**config.mk**
```make
export PLATFORM = sky130hd
export DESIGN_NAME = load_store_unit_flat
export DESIGN_NICKNAME = d
export VERILOG_FILES = /design/src/rtl/load_store_unit_if.sv /design/src/rtl/load_store_unit.sv /design/src/flat_wrapper.sv
export SDC_FILE = /design/constraint.sdc
export NUM_CORES = 1
export LEC_CHECK = 0
export BUFFER_PORTS_ARGS = -buffer_cell sky130_fd_sc_hd__buf_2
export CORE_UTILIZATION = 40
export DETAILED_ROUTE_END_ITERATION = 6
export HOLD_SLACK_MARGIN = 0.02
export PLACE_DENSITY = 0.67
export SYNTH_ARGS = -nofsm -noshare
export SYNTH_HDL_FRONTEND = slang
export SYNTH_SLANG_ARGS = --single-unit
```
**constraint.sdc**
```tcl
create_clock -name CLK -period 3.33 [get_ports CLK]
set_input_delay 0.8325 -clock CLK [delete_from_list [all_inputs] [get_ports CLK]]
set_output_delay 0.8325 -clock CLK [all_outputs]
set_load 0.02 [all_outputs]
```
**src/rtl/load_store_unit_if.sv**
```systemverilog
// load_store_unit_if: bundles the execute-side request/response handshake and
// the word-wide data-memory port of the load/store unit.
//   slave  modport : the load/store unit itself
//   master modport : the environment (execute stage + data memory)
// Signals:
//   req_valid/req_ready/req_we/req_funct3/req_addr/req_wdata : request channel
//   rsp_valid/rsp_rdata/rsp_err                              : response pulse
//   mem_A/mem_WD/mem_WE/mem_RD                               : memory port
interface load_store_unit_if #(
  parameter int unsigned Width = 32
);
  logic             req_valid;
  logic             req_ready;
  logic             req_we;
  logic [2:0]       req_funct3;
  logic [Width-1:0] req_addr;
  logic [Width-1:0] req_wdata;

  logic             rsp_valid;
  logic [Width-1:0] rsp_rdata;
  logic             rsp_err;

  logic [Width-1:0] mem_A;
  logic [Width-1:0] mem_WD;
  logic             mem_WE;
  logic [Width-1:0] mem_RD;

  modport slave (
    input  req_valid, req_we, req_funct3, req_addr, req_wdata, mem_RD,
    output req_ready, rsp_valid, rsp_rdata, rsp_err, mem_A, mem_WD, mem_WE
  );

  modport master (
    output req_valid, req_we, req_funct3, req_addr, req_wdata, mem_RD,
    input  req_ready, rsp_valid, rsp_rdata, rsp_err, mem_A, mem_WD, mem_WE
  );
endinterface

```
**src/rtl/load_store_unit.sv**
```systemverilog
// load_store_unit: sits between the execute stage and a byte-addressed,
// little-endian, word-wide data memory. One request at a time; word stores
// write directly, byte/halfword stores do read-modify-write, loads return the
// selected lane sign- or zero-extended. Misaligned/invalid accesses respond
// with an error and never touch memory.
// Ports:
//   CLK  : clock, all state changes on the rising edge
//   RST  : synchronous active-high reset
//   bus  : load_store_unit_if.slave (request, response and memory port)
module load_store_unit #(
  parameter int unsigned Width = 32
) (
  input  logic                CLK,
  input  logic                RST,
  load_store_unit_if.slave    bus
);

  localparam logic [2:0] IDLE  = 3'd0;
  localparam logic [2:0] LD    = 3'd1;
  localparam logic [2:0] ST_RD = 3'd2;
  localparam logic [2:0] ST_WR = 3'd3;
  localparam logic [2:0] RSP   = 3'd4;

  logic [2:0]       state_q,  state_d;
  logic             we_q,     we_d;
  logic [2:0]       funct3_q, funct3_d;
  logic [Width-1:0] addr_q,   addr_d;
  logic [Width-1:0] wdata_q,  wdata_d;
  logic [Width-1:0] merge_q,  merge_d;
  logic [Width-1:0] rdata_q,  rdata_d;
  logic             err_q,    err_d;

  logic             accept;
  logic             req_err;
  logic [Width-1:0] lane_word;
  logic [Width-1:0] load_data;
  logic [Width-1:0] store_word;

  assign accept = bus.req_valid && (state_q == IDLE);

  // Request legality, decoded from the live request so an error can respond
  // one cycle after accept without a separate decode state.
  always_comb begin
    req_err = 1'b0;
    case (bus.req_funct3)
      3'b000:  req_err = 1'b0;
      3'b001:  req_err = bus.req_addr[0];
      3'b010:  req_err = |bus.req_addr[1:0];
      3'b100:  req_err = bus.req_we;
      3'b101:  req_err = bus.req_we | bus.req_addr[0];
      default: req_err = 1'b1;
    endcase
  end

  // Selected lane shifted down to bit 0; word accesses are aligned so the
  // shift is zero for them.
  assign lane_word = bus.mem_RD >> {addr_q[1:0], 3'b000};

  always_comb begin
    load_data = lane_word;
    case (funct3_q)
      3'b000:  load_data = {{(Width-8){lane_word[7]}},   lane_word[7:0]};
      3'b001:  load_data = {{(Width-16){lane_word[15]}}, lane_word[15:0]};
      3'b100:  load_data = {{(Width-8){1'b0}},           lane_word[7:0]};
      3'b101:  load_data = {{(Width-16){1'b0}},          lane_word[15:0]};
      default: load_data = lane_word;
    endcase
  end

  // Merge store data into the word captured in ST_RD.
  always_comb begin
    store_word = merge_q;
    case (funct3_q[1:0])
      2'b00:   store_word[{addr_q[1:0], 3'b000} +: 8] = wdata_q[7:0];
      2'b01:   store_word[{addr_q[1], 4'b0000} +: 16] = wdata_q[15:0];
      default: store_word = wdata_q;
    endcase
  end

  always_comb begin
    state_d  = state_q;
    we_d     = we_q;
    funct3_d = funct3_q;
    addr_d   = addr_q;
    wdata_d  = wdata_q;
    merge_d  = merge_q;
    rdata_d  = rdata_q;
    err_d    = err_q;
    case (state_q)
      IDLE: begin
        if (accept) begin
          we_d     = bus.req_we;
          funct3_d = bus.req_funct3;
          addr_d   = bus.req_addr;
          wdata_d  = bus.req_wdata;
          if (req_err) begin
            err_d   = 1'b1;
            rdata_d = '0;
            state_d = RSP;
          end else if (!bus.req_we) begin
            state_d = LD;
          end else if (bus.req_funct3 == 3'b010) begin
            state_d = ST_WR;
          end else begin
            state_d = ST_RD;
          end
        end
      end
      LD: begin
        rdata_d = load_data;
        err_d   = 1'b0;
        state_d = RSP;
      end
      ST_RD: begin
        merge_d = bus.mem_RD;
        state_d = ST_WR;
      end
      ST_WR: begin
        rdata_d = '0;
        err_d   = 1'b0;
        state_d = RSP;
      end
      RSP:     state_d = IDLE;
      default: state_d = IDLE;
    endcase
  end

  always_ff @(posedge CLK) begin
    if (RST) begin
      state_q  <= IDLE;
      we_q     <= 1'b0;
      funct3_q <= '0;
      addr_q   <= '0;
      wdata_q  <= '0;
      merge_q  <= '0;
      rdata_q  <= '0;
      err_q    <= 1'b0;
    end else begin
      state_q  <= state_d;
      we_q     <= we_d;
      funct3_q <= funct3_d;
      addr_q   <= addr_d;
      wdata_q  <= wdata_d;
      merge_q  <= merge_d;
      rdata_q  <= rdata_d;
      err_q    <= err_d;
    end
  end

  // Handshake and strobe outputs are gated by RST so a reset cycle can
  // neither accept, respond nor write, whatever state it interrupts.
  assign bus.req_ready = (state_q == IDLE) && !RST;
  assign bus.rsp_valid = (state_q == RSP) && !RST;
  assign bus.rsp_rdata = rdata_q;
  assign bus.rsp_err   = err_q;
  assign bus.mem_A     = {addr_q[Width-1:2], 2'b00};
  assign bus.mem_WE    = (state_q == ST_WR) && !RST;
  assign bus.mem_WD    = (state_q == ST_WR) ? store_word : '0;

  // we_q is kept for completeness of the captured request; the state
  // sequence already encodes load vs store.
  logic unused_we;
  assign unused_we = we_q;

endmodule
```
**src/flat_wrapper.sv**
```systemverilog
// flat-port wrapper written by rule: the top's interface ports become plain ports
module load_store_unit_flat 
#(
  parameter int unsigned Width = 32
)
  (CLK, RST, bus_req_valid, bus_req_we, bus_req_funct3, bus_req_addr, bus_req_wdata, bus_mem_RD, bus_req_ready, bus_rsp_valid, bus_rsp_rdata, bus_rsp_err, bus_mem_A, bus_mem_WD, bus_mem_WE);
  load_store_unit_if #(.Width(Width)) bus_i ();
  input  logic CLK;
  input  logic RST;
  input wire logic [$bits(bus_i.req_valid)-1:0] bus_req_valid;
  input wire logic [$bits(bus_i.req_we)-1:0] bus_req_we;
  input wire logic [$bits(bus_i.req_funct3)-1:0] bus_req_funct3;
  input wire logic [$bits(bus_i.req_addr)-1:0] bus_req_addr;
  input wire logic [$bits(bus_i.req_wdata)-1:0] bus_req_wdata;
  input wire logic [$bits(bus_i.mem_RD)-1:0] bus_mem_RD;
  output wire logic [$bits(bus_i.req_ready)-1:0] bus_req_ready;
  output wire logic [$bits(bus_i.rsp_valid)-1:0] bus_rsp_valid;
  output wire logic [$bits(bus_i.rsp_rdata)-1:0] bus_rsp_rdata;
  output wire logic [$bits(bus_i.rsp_err)-1:0] bus_rsp_err;
  output wire logic [$bits(bus_i.mem_A)-1:0] bus_mem_A;
  output wire logic [$bits(bus_i.mem_WD)-1:0] bus_mem_WD;
  output wire logic [$bits(bus_i.mem_WE)-1:0] bus_mem_WE;
  assign bus_i.req_valid = bus_req_valid;
  assign bus_i.req_we = bus_req_we;
  assign bus_i.req_funct3 = bus_req_funct3;
  assign bus_i.req_addr = bus_req_addr;
  assign bus_i.req_wdata = bus_req_wdata;
  assign bus_i.mem_RD = bus_mem_RD;
  assign bus_req_ready = bus_i.req_ready;
  assign bus_rsp_valid = bus_i.rsp_valid;
  assign bus_rsp_rdata = bus_i.rsp_rdata;
  assign bus_rsp_err = bus_i.rsp_err;
  assign bus_mem_A = bus_i.mem_A;
  assign bus_mem_WD = bus_i.mem_WD;
  assign bus_mem_WE = bus_i.mem_WE;
  load_store_unit #(.Width(Width)) u_core (.CLK(CLK), .RST(RST), .bus(bus_i));
endmodule
```
# == Word-level counts from Yosys, hierarchy flattened ==
# Index checks and enable logic that the tools add are counted.
# word_totals
in_bits,103
reg_bits,135
word_cells,62
out_inout_bits,100
# classes
n_reduce_logical,16
n_eq_ne,14
bitwise_logic,1
muxes,17
shift,5
n_addsub,2
# ops
op,n
32-bit case mux with 4 select lines,1
32-bit 2-to-1 mux,3
32-bit case mux with 3 select lines,1
32-bit bitwise mux,2
32-bit case mux with 2 select lines,1
16-bit by 7-bit variable shift with 32-bit output (first input constant),1
8-bit by 7-bit variable shift with 32-bit output (first input constant),1
16-bit by 7-bit indexed part select with 32-bit output,1
8-bit by 7-bit indexed part select with 32-bit output,1
32-bit by 5-bit right shift with 32-bit output,1
3-bit equality test (second input constant),5
5-bit negator with 7-bit output,2
3-bit by 1-bit equality test with 1-bit output (second input constant),3
3-bit by 2-bit equality test with 1-bit output (second input constant),3
3-bit logical NOT,3
3-bit 2-to-1 mux,3
3-bit case mux with 3 select lines,1
3-bit AND reduction,2
1-bit case mux with 5 select lines,1
1-bit logical AND,4
2-bit by 1-bit != test with 1-bit output (second input constant),2
2-bit OR reduction,2
1-bit 2-to-1 mux,3
3-bit nonzero test,1
7 further kinds,7

# == Depth between registers and ports, before layout ==
# Gate-level depths: netlist (run 1).
# depth
word_depth,6
ltp_mapped,8
mapped_depth_nobuf,6

# == Worst setup path before layout (run 1) ==
# OpenSTA, ideal clock, no wires.
# synth_timing
kind,reg-to-output
start,register u_core.addr_q[0]
end,output port bus_mem_WD[16]
path_buffers,2
t_required_ns,2.497
stages_incl_launch_ff,9
t_arrival_ns,2.597
slack_ns,-0.099
cell_sequence,dfxtp_1 -> inv_1 -> clkbuf_1 -> ha_1 -> clkbuf_1 -> nor4bb_1 -> a22o_1 -> a221oi_1 -> nor3_1
# synth_between
elab_chain_cells,5
elab_cells_between_ends,6
cone_classes,1 x add/sub; 2 x shift; 3 x mux
# synth_rtl
item,line_no,text
"start, declared",load_store_unit.sv:27,"logic [Width-1:0] addr_q, addr_d;"
"start signal, assigned",load_store_unit.sv:142,addr_q <= addr_d;
5-bit negator with 7-bit output (*),load_store_unit.sv:74,"2'b00: store_word[{addr_q[1:0], 3'b000} +: 8] = wdata_q[7:0];"
8-bit by 7-bit indexed part select with 32-bit output / 8-bit by 7-bit variable shift with 32-bit output (equally long branches),load_store_unit.sv:74,
32-bit bitwise mux (*),load_store_unit.sv:74,
32-bit case mux with 2 select lines (*),load_store_unit.sv:73,case (funct3_q[1:0])
32-bit 2-to-1 mux (*),load_store_unit.sv:158,assign bus.mem_WD = (state_q == ST_WR) ? store_word : '0;
"end, declared",flat_wrapper.sv:21,output wire logic [$bits(bus_i.mem_WD)-1:0] bus_mem_WD;
# Every way passes the cells marked *; elsewhere a longest branch is shown, timed or not.

# == Worst setup path after layout (run 1) ==
# layout_timing
start,register u_core.addr_q[0]
end,output port bus_mem_WD[14]
# Same word-level chain as after synthesis.

==> results of run 1 <==
==> flip-flops by register name, summed over array words and instances (netlist names) <==
name	flops
u_core.wdata_q	32
u_core.merge_q	32
u_core.state_q	3
u_core.bus.rsp_rdata	32
u_core.addr_q	32
u_core.funct3_q	3
u_core.bus.rsp_err	1
==> tightest hold or removal path, stage by stage (launching register included) <==
cell     delay, ns
dfxtp_1       0.30
nand2_1       0.05
a21oi_1       0.05
==> cells in the final DEF, fill, tap and decap left out, types with 3 or more instances in the layout <==
| master | Yosys | layout |
|---|---|---|
| nand2_1 | 211 | 210 |
| buf_2 | 14 | 194 |
| a21oi_1 | 140 | 139 |
| dfxtp_1 | 135 | 134 |
| mux2i_1 | 26 | 26 |
| nor2_1 | 25 | 25 |
| o2bb2ai_1 | 23 | 23 |
| buf_4 | 32 | 23 |
| nor3_2 | 1 | 18 |
| a221oi_1 | 17 | 17 |
| clkbuf_16 | 0 | 17 |
| a221o_1 | 14 | 14 |
| nor2b_1 | 12 | 11 |
| nand3_1 | 10 | 10 |
| nand4_1 | 9 | 9 |
| nand2b_1 | 9 | 9 |
| a21o_1 | 9 | 9 |
| a22oi_1 | 8 | 8 |
| o22ai_1 | 8 | 8 |
| a211o_1 | 8 | 8 |
| mux2_2 | 7 | 7 |
| inv_1 | 5 | 5 |
| nor3_1 | 22 | 5 |
| clkbuf_1 | 48 | 4 |
| clkinv_2 | 0 | 4 |
| buf_6 | 2 | 3 |
==> cell type report <==
cell class | instances | area, um2 | share of cell area (%)
multi-input cells | 589 | 3430 | 42.1
flip-flops and latches | 135 | 2700 | 33.2
repair buffers | 222 | 1220 | 15.0
clock buffers | 23 | 468 | 5.75
well taps | 216 | 270 | 3.32
clock inverters | 5 | 27.5 | 0.338
inverters | 5 | 18.8 | 0.231
diodes | 1 | 2.50 | 0.0308
==> metal layers <==
layer | GRT usage [%] | vias to the layer above
met5 | 0 | -
met4 | 9.44 | 0
met3 | 6.77 | 34
met2 | 37.6 | 238
met1 | 32.6 | 2958
li1 | - | 3164
==> metrics by stage <==
stage                     instances  TNS [ns]  utilization, %  worst slack, ns  total power, uW
after floorplan                 827         0               -           0.0565             2320
after global placement         1163         0            47.4            0.293             2530
after detailed placement       1163         0            47.4            0.279             2540
after CTS                      1191         0            50.5         0.000270             4170
after global routing           1195  -0.00620            51.0         -0.00289             4340
final                          1196         0            51.0            0.110             4150
==> logic make-up after synthesis <==
logic type,Yosys count,share of synthesized area (%)
flip-flops,135,41.3
adder cells (fa/ha/maj),5,0.956
AO/OA/AOI/OAI,238,23.5
other,1,0.0573
multiplexers,34,5.52
AND/OR/NAND/NOR,310,20.4
buffers and inverters,103,8.24
==> worst max path at each step <==
stage               cells after the start             end  slack (ns)
floorplan                               8  bus_mem_WD[16]        0.06
finish                                  9  bus_mem_WD[14]        0.11
CTS                                     9  bus_mem_WD[25]      0.0003
global route                            8  bus_mem_WD[28]      -0.003
detailed placement                      7  bus_mem_WD[25]        0.28
global placement                        7  bus_mem_WD[25]        0.29
==> power by group through the flow <==
stage	combinational (uW)	clock, uW	sequential [uW]
2_1_floorplan	518	0	1800
3_3_place_gp	716	0	1810
3_5_place_dp	723	0	1820
4_1_cts	727	1660	1780
5_1_grt	812	1730	1790
6_report	745	1620	1790
==> what timing repair did <==
action / CTS / global route
pin swaps: 0 / 3
endpoints found under the hold margin: 0 / 0
gates cloned: 0 / 1
endpoints found under the setup margin: 16 / 24
buffers inserted: 0 / 3
gates resized for setup: 4 / 15
==> impl_metrics.tcl, run 1 <==
set metrics [dict create \
    run_status "finished, final reports clean" \
    netlist_top_cells_count "nand2_1, a21oi_1, dfxtp_1" \
    rows 46 \
    core_area_um2 15900 \
    syn_area_um2 6550 \
    synthFlopType "dfxtp_1" \
    min_to "u_core.addr_q[22]$_SDFFE_PP0P_" \
    clockPowerShare_pct 39.0 \
    seq_power_share_pct 43.0 \
    maxSlewViolCount 0 \
    startpoint "u_core.addr_q[0]$_SDFFE_PP0P_" \
    highest_layer "met4" \
    path_common_cell "buf_6" \
    worst_setup_path_end_kind "output pin" \
    synth_seq_cells 135 \
    wl_met1_mm 9.21 \
    power_density_nw_per_um2 511 \
    switching_share_pct 28.9 \
    area_delta_synth_final_pct 24.3 \
    hold_viol_final 0 \
    die-area_um2 16900 \
    crit_slowest_cell "dfxtp_2" \
    r2r-end "u_core.bus.rsp_rdata[29]$_SDFFE_PP0P_" \
    clk_latency_ns 0.42 \
    via_per_inst 5.35 \
    combPwrFrac_pct 17.9 \
    yosysWarningCount 0 \
    synth_top_area_share_pct 41.3 \
    cp_cell_sequence "inv_1 > buf_6 > ha_2 > nor3b_2 > buf_6 > nand4_1 > a21o_1 > a21oi_1 > buf_2" \
    synth_edf_count 0 \
    rrSetupSlack_ns 1.27 \
    port-buffer-count 200 \
    layout_min_cycle_time_ns 3.22 \
    dieHeight_um 130 \
    hp-class "reg2reg" \
    critPathLaunchType "register" \
    grt_pass1_vias 5733 \
    cts_hold_buf 0 \
    antenna_found_initial 1 \
    grt_overflow 0 \
    slew_headroom_pct 29.2 \
    cts_buffer_depth 2 \
    crit_type "reg2out" \
    setup_viol 0 \
    hold_depth 2 \
    track_usage_pct 24.5 \
    cap_violations 0 \
    routed_wl_mm 20.5 \
    critPathBufInv 4 \
    p_int_uw 2950 \
    synthMostInstantiatedCell "nand2_1" \
    vdd_drop_max_mv 0.358 \
    cp.required_ns 2.50 \
    async_flop_share_pct 0 \
    grt_max_degree 63 \
    cts-htree-levels 4 \
    placed_area_um2 7550 \
    critPathMaxFanout 17 \
    synth_top_cell_by_area "dfxtp_1" \
    path_clk_slew_ns 0.06 \
    min_from "u_core.addr_q[22]$_SDFFE_PP0P_" \
    cts-root-buf "clkbuf_16" \
    cp.arrival_ns 2.39 \
    via_count 6394 \
    yosysUniqueCellTypes 45 \
    first_pass_iters 5 \
    route.met2.wl_mm 9.36 \
    io_pins 203 \
    initial_utilization_pct 41.1 \
    cts.sinks 135 \
    nFillCells 1591 \
    fmax_mhz 311 \
    wl_per_cell_um 17.2 \
    drive_above_1_share_pct 29.3 \
    drc 0 \
    r2r_cells 5 \
    cts_tree "built" \
    route.met3.wl_mm 1.47 \
    fin_crit_sh_pct 96.7 \
    drt-initial-drc-count 420 \
    chipWidth_um 130 \
    syn_inst 826 \
    hold_ws_ns 0.448 \
    r2r_start "u_core.addr_q[0]$_SDFFE_PP0P_" \
    place_congestion 0.920 \
    antenna_left 0 \
    ys_top_cells_by_area "dfxtp_1, nand2_1, a21oi_1" \
    cts_inserted_buffers 17 \
    ys_seq_area_share_pct 41.3 \
    tightest_slew_ns 1.06 \
    p_leak_uw 0.00334 \
    dpl.hpwl_mm 14.8 \
    final_nets 1078 \
    synth_area_per_cell_um2 7.92 \
    path_delay_family "buffers and inverters" \
    netSwitchingPower_uw 1200 \
    fin_worst_skew_ns 0.00455 \
    max_stage_delay_ns 0.34 \
    grt_pass1_wl_mm 31.2 \
    finalInstanceArea_um2 8130 \
]
Note: power is estimated with default switching activity, not from simulation.
==> run 2: changes to the inputs <==
--- a/config.mk
+++ b/config.mk
@@ -6,10 +6,13 @@
 export NUM_CORES = 1
 export LEC_CHECK = 0
 export BUFFER_PORTS_ARGS = -buffer_cell sky130_fd_sc_hd__buf_2
-export CORE_UTILIZATION = 40
+export CELL_PAD_IN_SITES_DETAIL_PLACEMENT = 1
+export CELL_PAD_IN_SITES_GLOBAL_PLACEMENT = 1
+export CORE_UTILIZATION = 37
 export DETAILED_ROUTE_END_ITERATION = 6
 export HOLD_SLACK_MARGIN = 0.02
-export PLACE_DENSITY = 0.67
+export PLACE_DENSITY = 0.82
+export REMOVE_ABC_BUFFERS = 1
 export SYNTH_ARGS = -nofsm -noshare
 export SYNTH_HDL_FRONTEND = slang
 export SYNTH_SLANG_ARGS = --single-unit
==> impl_metrics.tcl, run 2 (synthesized netlist as in run 1, its figures left out) <==
set metrics [dict create \
    run_status "finished, final reports clean" \
    fmax_mhz 309 \
    critPathMaxFanout 10 \
    grt_max_degree 68 \
    max_stage_delay_ns 0.38 \
    final_common_cell "nand2_1" \
    drt-initial-drc-count 353 \
    via_per_inst 5.47 \
    cap_violations 0 \
    layout.cells.non_filler 1212 \
    antenna_found_initial 0 \
    cts-htree-levels 4 \
    path_delay_family "buffers and inverters" \
    drc 0 \
    drive_above_1_share_pct 29.3 \
    hp-class "reg2reg" \
    hold_viol_final 0 \
    cp.arrival_ns 2.41 \
    via_count 6629 \
    vdd_drop_max_mv 0.356 \
    setup_viol 0 \
    cts_hold_buf 0 \
    dieHeight_um 135 \
    grtUsageMet1_pct 30.7 \
    p_leak_uw 0.00341 \
    cts-root-buf "clkbuf_16" \
    crit_type "reg2out" \
    cts_tree "built" \
    grtUsageMet3_pct 5.33 \
    rsz0062_at_grt "yes" \
    die-area_um2 18200 \
    first_pass_iters 4 \
    cts.sinks 135 \
    chipWidth_um 135 \
    dp_cells 1179 \
    wl_per_cell_um 18.2 \
    busiest_layer "met2" \
    cp.required_ns 2.50 \
    antenna_left 0 \
    place_congestion 0.873 \
    grt_overflow 0 \
    tightest_slew_ns 0.769 \
    grt_pass1_wl_mm 34.1 \
    fin_worst_skew_ns 0.00751 \
    maxSlewViolCount 0 \
    power_density_nw_per_um2 544 \
    layout_min_cycle_time_ns 3.24 \
    port-buffer-count 200 \
    core_area_um2 17300 \
    postLayoutCoreUtil_pct 47.5 \
    initial_utilization_pct 37.8 \
    cts_buffer_depth 2 \
    critPathLaunchType "register" \
    finalPower_uw 4470 \
    layout_common_cells "nand2_1, buf_2, a21oi_1" \
    area_delta_synth_final_pct 25.4 \
    diodes 0 \
    routed_wl_mm 22.1 \
    cts_inserted_buffers 17 \
    worst_setup_path_end_kind "output pin" \
    cp_cell_sequence "inv_1 > ha_1 > buf_6 > nor2b_1 > buf_4 > nand3_1 > a221o_1 > a21oi_1 > buf_2" \
    path_clk_slew_ns 0.06 \
    fin_crit_sh_pct 97.3 \
    slew_headroom_pct 48.7 \
    critPathBufInv 4 \
    track_usage_pct 24.1 \
    grt_use_met2_pct 40.7 \
    crit_slowest_cell "dfxtp_4" \
    io_pins 203 \
    dpl.hpwl_mm 15.7 \
    final_nets 1083 \
    clk_latency_ns 0.42 \
    grt_pass1_vias 6429 \
    rows 48 \
]
run 2: cell count changes in the layout (fill, tap and decap cells not counted), sizes merged:
cell,before,now
inv,5,6
clkbuf,23,20
clkinvlp,1,4
diode,1,0
buf,222,227
clkinv,4,3
bufinv,0,3
run 2: where the power goes:
group | leakage [uW] | total (uW) | internal, uW | switching (uW)
Sequential | 0.00110 | 1780 | 1710 | 74.8
Clock | 0.000291 | 1950 | 1230 | 720
Combinational | 0.00201 | 735 | 268 | 467
run 2: per-stage QoR:
| stage | hold WS (ns) | setup TNS, ns | setup slack [ns] | instance area, um2 |
|---|---|---|---|---|
| floorplan | 0.430 | -20.07 | -0.653 | 6030 |
| global placement | 0.439 | 0 | 0.390 | 7510 |
| detailed placement | 0.444 | 0 | 0.312 | 7510 |
| CTS | 0.454 | 0 | 0.0260 | 8150 |
| global route | 0.471 | -0.0473 | -0.0153 | 8210 |
| finish | 0.450 | 0 | 0.0891 | 8210 |
run 2: cell type report:
| type | instances | area (um2) |
|---|---|---|
| clock inverter | 11 | 148 |
| inverter | 5 | 18.8 |
| sequential | 135 | 2710 |
| fill | 2191 | 9090 |
| clock buffer | 20 | 467 |
| multi-input combinational | 589 | 3360 |
| timing repair buffer | 227 | 1230 |
| tap | 225 | 282 |
run 2: worst paths after layout:
path | start | endpoint | slack (ns) | depth (start not counted)
hold / removal | u_core.addr_q[22]$_SDFFE_PP0P_ | u_core.addr_q[22]$_SDFFE_PP0P_ | 0.45 | 2
setup reg to reg | u_core.addr_q[1]$_SDFFE_PP0P_ | u_core.bus.rsp_rdata[27]$_SDFFE_PP0P_ | 1.03 | 6
hold reg to reg | u_core.addr_q[22]$_SDFFE_PP0P_ | u_core.addr_q[22]$_SDFFE_PP0P_ | 0.45 | 2
setup / recovery | u_core.addr_q[0]$_SDFFE_PP0P_ | bus_mem_WD[29] | 0.09 | 9
run 2: worst register-to-register path: stages, from the launching register on:
cell,delay [ns]
dfxtp_2,0.33
buf_4,0.21
buf_4,0.26
nor2b_1,0.58
o2bb2ai_1,0.22
o2111a_2,0.45
a221o_2,0.19
run 2: repair_timing:
| item | CTS | global route |
|---|---|---|
| pin swaps | 1 | 3 |
| endpoints found under the setup margin | 29 | 24 |
| buffers inserted | 1 | 1 |
| gates resized for setup | 6 | 17 |
run 2: metal layers:
layer / routed length [um] / part of all wire [%]
met1: 9620 / 44
met2: 10900 / 50
met3: 1180 / 5.3
met4: 339 / 1.5
met5: 0 / 0
==> run 3: changes to the inputs <==
--- a/config.mk
+++ b/config.mk
@@ -11,7 +11,7 @@
 export CORE_UTILIZATION = 37
 export DETAILED_ROUTE_END_ITERATION = 6
 export HOLD_SLACK_MARGIN = 0.02
-export PLACE_DENSITY = 0.82
+export PLACE_DENSITY_LB_ADDON = 0.15
 export REMOVE_ABC_BUFFERS = 1
 export SYNTH_ARGS = -nofsm -noshare
 export SYNTH_HDL_FRONTEND = slang
==> impl_metrics.tcl, run 3 (synthesized netlist as in run 1, its figures left out) <==
set metrics [dict create \
    min_from "u_core.addr_q[28]$_SDFFE_PP0P_" \
    path_clk_slew_ns 0.06 \
    initial_utilization_pct 37.8 \
    finalInstanceArea_um2 8170 \
    layout_common_cells "nand2_1, buf_2, a21oi_1" \
    dpl.hpwl_mm 16.0 \
    rows 48 \
    maxSlewViolCount 0 \
    rsz0062_at_grt "yes" \
    cts.sinks 135 \
    hold_viol_final 0 \
    via_per_inst 5.35 \
    hold_ws_ns 0.449 \
    fin_crit_sh_pct 96.7 \
    power_density_nw_per_um2 543 \
    drive_above_1_share_pct 28.5 \
    via_count 6495 \
    run_status "finished, final reports clean" \
    crit_type "reg2out" \
    tightest_slew_ns 0.740 \
    clk_latency_ns 0.43 \
    final_common_cell "nand2_1" \
    die-area_um2 18200 \
    antenna_left 0 \
    slew_headroom_pct 50.6 \
    layout.cells.non_filler 1214 \
    worst_setup_path_end_kind "output pin" \
    cts_inserted_buffers 17 \
    cts-htree-levels 4 \
    port-buffer-count 200 \
    cts_tree "built" \
    first_pass_iters 5 \
    routed_wl_mm 22.6 \
    grt_pass1_wl_mm 35.4 \
    grt_pass1_vias 6291 \
    track_usage_pct 25.3 \
    wl_per_cell_um 18.6 \
    drc 0 \
    cap_violations 0 \
    max_stage_delay_ns 0.38 \
    setup_viol 0 \
    nFillCells 2178 \
    dp_cells 1182 \
    startpoint "u_core.addr_q[0]$_SDFFE_PP0P_" \
    place_congestion 0.817 \
    chipWidth_um 135 \
    crit_slowest_cell "dfxtp_4" \
    grt_overflow 0 \
    cts_buffer_depth 2 \
    cts-root-buf "clkbuf_16" \
    grt_max_degree 47 \
    area_delta_synth_final_pct 24.9 \
    p_leak_uw 0.00340 \
    critPathLaunchType "register" \
    cp_cell_sequence "inv_1 > ha_1 > buf_6 > nor2b_1 > buf_4 > nand3_1 > a221o_1 > a21oi_1 > buf_2" \
    layout_min_cycle_time_ns 3.22 \
    vdd_drop_max_mv 0.298 \
    drt-initial-drc-count 305 \
    final_nets 1084 \
    critPathMaxFanout 10 \
    cp.required_ns 2.50 \
    core_area_um2 17300 \
    diodes 0 \
    fin_worst_skew_ns 0.00872 \
    dieHeight_um 135 \
    cp.arrival_ns 2.39 \
    placed_area_um2 7560 \
    io_pins 203 \
    antenna_found_initial 0 \
    r2r_start "u_core.addr_q[1]$_SDFFE_PP0P_" \
    hp-class "reg2reg" \
    fmax_mhz 311 \
]
[run 3: cell types whose count changed in the layout (fill, tap and decap cells not counted), moves of 2 or more]
cell,previous run,this run
clkbuf_8,3,1
nor3_2,6,2
nor3_1,17,21
a21oi_1,135,139
buf_6,3,1
buf_4,31,29
inv_6,1,4
buf_12,0,2
a21oi_2,5,1
buf_2,193,196
[run 3: critical path, delay by kind of cell, from the launching register on]
| family | cells | cell delay, ns |
|---|---|---|
| flops | 1 | 0.38 |
| compound gates | 2 | 0.49 |
| fa+ha+maj | 1 | 0.33 |
| simple gates | 2 | 0.20 |
| buf+inv | 4 | 0.58 |
[run 3: path summary, 6_finish.rpt]
check        slack, ns  cells past startpoint                               endpoint
max reg2reg       1.07                      6  u_core.bus.rsp_rdata[25]$_SDFFE_PP0P_
min               0.45                      2         u_core.addr_q[28]$_SDFFE_PP0P_
max               0.11                      9                         bus_mem_WD[24]
min reg2reg       0.45                      2         u_core.addr_q[28]$_SDFFE_PP0P_
[run 3: layer usage]
| layer | global-route usage [%] | share of wire (%) |
|---|---|---|
| met5 | 0 | 0 |
| met4 | 7.12 | 1.5 |
| met3 | 3.57 | 4.3 |
| met2 | 41.2 | 48 |
| met1 | 34.6 | 46 |
[run 3: where the power goes]
part           leakage (uW)  switching, uW  internal, uW
sequential          0.00110           79.2          1710
combinational       0.00203            469           278
clock              0.000273            776          1130
total               0.00340           1320          3110
[run 3: what timing repair did]
item / in CTS / in global routing
hold buffers: 0 / 0
buffers inserted: 0 / 0
gates resized for setup: 2 / 8
gates cloned: 0 / 0
pin swaps: 0 / 1
setup endpoints to repair: 13 / 21
[run 3: final cells by class]
| cell class | instances | area (um2) | area share (%) |
|---|---|---|---|
| timing repair buffer | 228 | 1250 | 15.3 |
| multi-input combinational | 589 | 3330 | 40.7 |
| tap | 225 | 282 | 3.44 |
| sequential | 135 | 2710 | 33.1 |
| inverter | 5 | 18.8 | 0.230 |
| clock buffer | 19 | 443 | 5.42 |
| clock inverter | 13 | 146 | 1.79 |
[run 3: through the flow]
step / setup WS [ns] / total power, uW / TNS [ns] / utilization (%)
after floorplan: -0.653 / 2220 / -20.07 / -
after global placement: 0.472 / 2550 / 0 / 43.7
after detailed placement: 0.410 / 2560 / 0 / 43.7
after CTS: 0.0422 / 4460 / 0 / 47.1
after global routing: -0.0269 / 4610 / -0.0566 / 47.3
final: 0.109 / 4440 / 0 / 47.3
